===== src/rtl/uart_echo_responder_if.sv =====
// uart_echo_responder_if
//   Bundles the receive/transmit handshake and the status outputs of the echo
//   responder.
//   slave modport  (the responder): takes data_rx, ready_rx, ready_tx;
//                                   drives data_tx, start_tx, count, overflow, busy.
//   master modport (uart/host side): the mirror image.
//   DEPTH must match the responder's DEPTH because it sets the width of count.
interface uart_echo_responder_if #(
    parameter int DEPTH = 8
);
    localparam int CW = $clog2(DEPTH) + 1;

    logic [7:0]    data_rx;
    logic          ready_rx;
    logic          ready_tx;
    logic [7:0]    data_tx;
    logic          start_tx;
    logic [CW-1:0] count;
    logic          overflow;
    logic          busy;

    modport slave (
        input  data_rx,
        input  ready_rx,
        input  ready_tx,
        output data_tx,
        output start_tx,
        output count,
        output overflow,
        output busy
    );

    modport master (
        output data_rx,
        output ready_rx,
        output ready_tx,
        input  data_tx,
        input  start_tx,
        input  count,
        input  overflow,
        input  busy
    );
endinterface


===== src/rtl/uart_echo_responder.sv =====
// uart_echo_responder
//   Echoes every byte received from a uart back to its transmitter through a
//   DEPTH-byte FIFO. Bytes arriving while the FIFO is full (and not being
//   popped in the same cycle) are dropped and latch the sticky overflow flag.
//   A three-state transmit FSM launches one byte each time the transmitter
//   reports idle, then waits for it to go busy and come back idle.
//
//   Ports:
//     clk  - sole clock, rising edge
//     rst  - asynchronous active-high reset
//     bus  - uart_echo_responder_if.slave:
//              data_rx/ready_rx : received byte and its one-cycle strobe
//              ready_tx         : transmitter idle
//              data_tx/start_tx : registered byte and one-cycle launch pulse
//              count            : bytes held in the FIFO
//              overflow         : sticky "byte dropped" flag
//              busy             : FSM not idle or FIFO non-empty
//
//   Parameter DEPTH: FIFO depth in bytes, power of two in 2..64.
//   Optional macro UART_ECHO_UPCASE_EN: when defined, lowercase ASCII
//   ('a'..'z') is stored as uppercase; otherwise bytes are stored unchanged.
module uart_echo_responder #(
    parameter int DEPTH = 8
) (
    input  logic                   clk,
    input  logic                   rst,
    uart_echo_responder_if.slave   bus
);
    localparam int AW = $clog2(DEPTH);
    localparam int CW = AW + 1;

    typedef enum logic [1:0] {
        IDLE      = 2'd0,
        WAIT_BUSY = 2'd1,
        WAIT_DONE = 2'd2
    } state_t;

    state_t        state_reg;
    logic [7:0]    data_tx_reg;
    logic          start_tx_reg;
    logic [AW-1:0] wr_ptr_reg;
    logic [AW-1:0] rd_ptr_reg;
    logic [CW-1:0] count_reg;
    logic          overflow_reg;

    logic [7:0]    mem [DEPTH];

    logic [7:0]    rx_byte;
    logic          fifo_full;
    logic          pop;
    logic          push_ok;

    function automatic logic [7:0] store_byte(input logic [7:0] b);
`ifdef UART_ECHO_UPCASE_EN
        if (b >= 8'h61 && b <= 8'h7A) begin
            return b - 8'h20;
        end
        return b;
`else
        return b;
`endif
    endfunction

    assign rx_byte   = store_byte(bus.data_rx);
    assign fifo_full = (count_reg == CW'(DEPTH));

    // The launch decision is made from current state, so a full FIFO that is
    // being popped this cycle still has room for an incoming byte.
    assign pop     = (state_reg == IDLE) && (count_reg != '0) && bus.ready_tx;
    assign push_ok = bus.ready_rx && (!fifo_full || pop);

    // Storage array: written only, no reset, so it maps onto block RAM.
    always_ff @(posedge clk) begin
        if (push_ok) begin
            mem[wr_ptr_reg] <= rx_byte;
        end
    end

    // FIFO bookkeeping and sticky overflow.
    always_ff @(posedge clk or posedge rst) begin
        if (rst) begin
            wr_ptr_reg   <= '0;
            rd_ptr_reg   <= '0;
            count_reg    <= '0;
            overflow_reg <= 1'b0;
        end else begin
            if (push_ok) begin
                wr_ptr_reg <= wr_ptr_reg + AW'(1);
            end
            if (pop) begin
                rd_ptr_reg <= rd_ptr_reg + AW'(1);
            end
            if (push_ok && !pop) begin
                count_reg <= count_reg + CW'(1);
            end else if (pop && !push_ok) begin
                count_reg <= count_reg - CW'(1);
            end
            if (bus.ready_rx && !push_ok) begin
                overflow_reg <= 1'b1;
            end
        end
    end

    // Transmit FSM with registered launch outputs. data_tx_reg doubles as the
    // registered read port of the storage array and holds between launches.
    always_ff @(posedge clk or posedge rst) begin
        if (rst) begin
            state_reg    <= IDLE;
            data_tx_reg  <= 8'h00;
            start_tx_reg <= 1'b0;
        end else begin
            start_tx_reg <= 1'b0;
            case (state_reg)
                IDLE: begin
                    if (pop) begin
                        data_tx_reg  <= mem[rd_ptr_reg];
                        start_tx_reg <= 1'b1;
                        state_reg    <= WAIT_BUSY;
                    end
                end
                WAIT_BUSY: begin
                    if (!bus.ready_tx) begin
                        state_reg <= WAIT_DONE;
                    end
                end
                WAIT_DONE: begin
                    // Return to IDLE only; the next launch is evaluated from
                    // IDLE on the following cycle.
                    if (bus.ready_tx) begin
                        state_reg <= IDLE;
                    end
                end
                default: begin
                    state_reg <= IDLE;
                end
            endcase
        end
    end

    assign bus.data_tx  = data_tx_reg;
    assign bus.start_tx = start_tx_reg;
    assign bus.count    = count_reg;
    assign bus.overflow = overflow_reg;
    assign bus.busy     = (state_reg != IDLE) || (count_reg != '0);

endmodule


===== src/flat_wrapper.sv =====
// flat-port wrapper written by rule: the top's interface ports become plain ports
module uart_echo_responder_flat 
#(
    parameter int DEPTH = 8
)
  (clk, rst, bus_data_rx, bus_ready_rx, bus_ready_tx, bus_data_tx, bus_start_tx, bus_count, bus_overflow, bus_busy);
  uart_echo_responder_if #(.DEPTH(DEPTH)) bus_i ();
  input  logic clk;
  input  logic rst;
  input wire logic [$bits(bus_i.data_rx)-1:0] bus_data_rx;
  input wire logic [$bits(bus_i.ready_rx)-1:0] bus_ready_rx;
  input wire logic [$bits(bus_i.ready_tx)-1:0] bus_ready_tx;
  output wire logic [$bits(bus_i.data_tx)-1:0] bus_data_tx;
  output wire logic [$bits(bus_i.start_tx)-1:0] bus_start_tx;
  output wire logic [$bits(bus_i.count)-1:0] bus_count;
  output wire logic [$bits(bus_i.overflow)-1:0] bus_overflow;
  output wire logic [$bits(bus_i.busy)-1:0] bus_busy;
  assign bus_i.data_rx = bus_data_rx;
  assign bus_i.ready_rx = bus_ready_rx;
  assign bus_i.ready_tx = bus_ready_tx;
  assign bus_data_tx = bus_i.data_tx;
  assign bus_start_tx = bus_i.start_tx;
  assign bus_count = bus_i.count;
  assign bus_overflow = bus_i.overflow;
  assign bus_busy = bus_i.busy;
  uart_echo_responder #(.DEPTH(DEPTH)) u_core (.clk(clk), .rst(rst), .bus(bus_i));
endmodule

===== config.mk =====
export PLATFORM = sky130hd
export DESIGN_NAME = uart_echo_responder_flat
export DESIGN_NICKNAME = d
export VERILOG_FILES = /design/src/rtl/uart_echo_responder_if.sv /design/src/rtl/uart_echo_responder.sv /design/src/flat_wrapper.sv
export SDC_FILE = /design/constraint.sdc
export NUM_CORES = 1
export LEC_CHECK = 0
export CAP_MARGIN = 10
export CORE_ASPECT_RATIO = 0.6
export CORE_MARGIN = 5
export CORE_UTILIZATION = 36
export DETAILED_ROUTE_END_ITERATION = 16
export GPL_TIMING_DRIVEN = 0
export PLACE_DENSITY = 0.59
export SLEW_MARGIN = 20
export SYNTH_ARGS = -nofsm -noshare
export SYNTH_HDL_FRONTEND = slang
export SYNTH_SLANG_ARGS = --single-unit

===== constraint.sdc =====
create_clock -name clk -period 5.2 [get_ports clk]
set_clock_uncertainty 0.05 [all_clocks]
set_input_delay 0.78 -clock clk [delete_from_list [all_inputs] [get_ports clk]]
set_output_delay 0.78 -clock clk [all_outputs]
set_load 0.02 [all_outputs]

==> impl_metrics.json, run 1 <==
{
  "path_class": "primary input to flip-flop",
  "place_hpwl_um": 4500,
  "clock-sinks": 86,
  "drt_pass1_iterations": 4,
  "yosysTopAreaCell": "edfxtp_1",
  "synth.top_cell.area_share_pct": 54.7,
  "worstPathArrival_ns": 3.58,
  "slew-limit-headroom_pct": 38.0,
  "grt_usage_pct": 11.9,
  "p_leak_nw": 1.52,
  "period_share_pct": 66.0,
  "fmax_ghz": 0.291,
  "fin_tns_setup_ns": 0,
  "wl_per_cell_um": 17.9,
  "htree_num_levels": 3,
  "vias": 1758,
  "drtIter0Drc": 113,
  "dieArea_um2": 11900,
  "hp-class": "flip-flop to flip-flop",
  "cts_buffers": 9,
  "synth-edff-count": 64,
  "worstSetupStartpointType": "primary input",
  "ys_async_sr_fraction_pct": 25.6,
  "holdBufCountCts": 0,
  "crit_fanout": 10,
  "ys_ff_latch": 86,
  "ant_nets": 0,
  "chipHeight_um": 86.5,
  "hold_viol": 0,
  "drive_gt1_share_pct": 18.2,
  "initial_utilization_pct": 37.5,
  "endpoint_kind": "flip-flop",
  "ios": 27,
  "synthTopCellsByArea": "edfxtp_1 (55%), dfrtp_1 (16%), mux4_2 (5.8%)",
  "setup_viol": 0,
  "synth_common_cells": "edfxtp_1 (64), dfrtp_1 (22), nor2_1 (13)",
  "syn_inst": 194,
  "syn2layout_area_growth_pct": 21.4,
  "die_width_um": 138,
  "largest_register_ffs": 64,
  "clk_pin_slew_worst_paths_ns": 0.06,
  "cts_tree": "done",
  "avgViaCountPerCell": 4.80,
  "final_cells": 366,
  "cts_root_buf": "clkbuf_16",
  "cts_setup_buffers": 0,
  "cts_buffer_depth": 2,
  "cap_violations": 0,
  "place_inst": 350,
  "clkLatencyLatePin_ns": 0.33,
  "row_count": 27,
  "status": "complete, no violations",
  "worst_pin_slew_ns": 0.926,
  "syn_area_per_cell_um2": 18.1,
  "globalRoute.totalOverflow": 0,
  "syn_nets": 212,
  "wl_um": 6540,
  "required_ns": 5.35,
  "cts_resized": 0,
  "gp_congestion": 0.718,
  "rsz0062_at_grt": "no",
  "yosysMostFrequentCell": "edfxtp_1",
  "yosysSeqAreaShare_pct": 70.4,
  "grt_pass1_wl_um": 10100,
  "grt_max_degree": 23,
  "grt_pass1_vias": 1855,
  "drcViolationCount": 0,
  "antenna_cells": 0,
  "coreArea_um2": 9360,
  "io_buffers": 26,
  "finalCriticalPeriod_ns": 3.43,
  "syn_area_um2": 3510,
  "final_nets": 249,
  "power_density_nw_per_um2": 587,
  "antenna_found_initial": 0,
  "maxSlewViolCount": 0,
  "synth.distinct_cells": 39,
  "ir_drop_mv": 0.219,
  "synth_ff_type": "edfxtp_1",
  "synth-warning-count": 0
}
## layout make-up
type,instances,area [um2]
buffer,8,65.1
clock buffer,11,233
fill,809,5090
inverter,4,15.0
multi-input combinational,96,981
clock inverter,5,75.1
sequential,86,2470
timing repair buffer,26,260
tap,130,163
## routing by layer
metal	global-route usage [%]	up-vias	share of wire (%)
met1	16.3	893	48
met3	4.99	8	5.6
met2	17.7	29	46
met4	2.99	0	1.1
met5	0	-	0
li1	-	828	-
## worst max-delay path: stages
cell and delay, ns:
clkdlybuf4s50_1 0.50, or3b_4 0.42, nor2_4 0.11, buf_2 0.27, inv_2 0.05, ha_1 0.23, inv_1 0.15, ha_1 0.25
a21o_1 0.20, a2111oi_0 0.46, o31ai_1 0.15
## cell usage in the layout, fill, tap and decap left out, types with 3 or more instances in the layout
master,instances
nand2_1,7
clkbuf_1,3
clkdlybuf4s50_1,26
inv_1,3
clkbuf_16,9
mux2i_1,9
a21oi_1,9
mux4_1,7
nor3_2,4
buf_2,3
nor2_1,13
clkinv_2,3
xnor2_1,6
ha_1,5
dfrtp_1,22
nor3_1,3
mux4_2,9
edfxtp_1,64
## kinds of logic after synthesis
logic type	share of synthesized area, %
adder cells (fa/ha/maj)	2.35
AO/OA/AOI/OAI	2.39
XOR/XNOR	1.75
AND/OR/NAND/NOR	6.23
buffers and inverters	2.28
multiplexers	14.6
flip-flops	70.4
## per-stage QoR
stage / power, mW / utilization, % / area (um2) / hold WS, ns / setup WS [ns]
CTS: 2.53 / 45.6 / 4260 / 0.419 / 1.78
global route: 2.63 / 45.6 / 4260 / 0.460 / 1.67
global placement: 1.83 / 42.1 / 3940 / 0.400 / 1.55
floorplan: 1.57 / - / 3510 / 0.415 / 2.31
detailed placement: 1.86 / 42.3 / 3960 / 0.405 / 1.43
finish: 2.50 / 45.6 / 4260 / 0.418 / 1.77
## power breakdown
part / internal, mW / switching (mW) / total (mW)
registers: 0.901 / 0.0990 / 1.00
logic: 0.411 / 0.429 / 0.841
clock network: 0.418 / 0.243 / 0.661
## worst paths after layout
kind | start | end | slack (ns) | depth (start not counted)
min reg2reg | u_core.bus.overflow | u_core.bus.overflow | 0.42 | 1
min | u_core.bus.overflow | u_core.bus.overflow | 0.42 | 1
min in group asynchronous | rst | u_core.bus.data_tx[1] | 0.90 | 2
max reg2reg | u_core.bus.count[0] | u_core.bus.count[3] | 2.23 | 10
max in group asynchronous | rst | u_core.state_reg[0] | 3.64 | 2
max | bus_ready_tx | u_core.bus.count[3] | 1.77 | 11
(Power assumes the default switching activity.)
==> run 2: changes to the inputs <==
==> constraint.sdc (replaced) <==
create_clock -name clk -period 3.4 [get_ports clk]
set_clock_uncertainty 0.05 [all_clocks]
set_input_delay 0.51 -clock clk [delete_from_list [all_inputs] [get_ports clk]]
set_output_delay 0.51 -clock clk [all_outputs]
set_load 0.02 [all_outputs]
==> results of run 2 <==
Same layout as run 1 (identical final DEF). Status: complete, no violations.
Main changes from that run: setup slack after placement 1.43 ns -> -0.103 ns; setup slack after layout 1.77 ns -> 0.239 ns; register-to-register setup slack 2.23 ns -> 0.43 ns; total power 2.50 mW -> 3.83 mW; worst IR drop on VDD 0.219 mV -> 0.335 mV
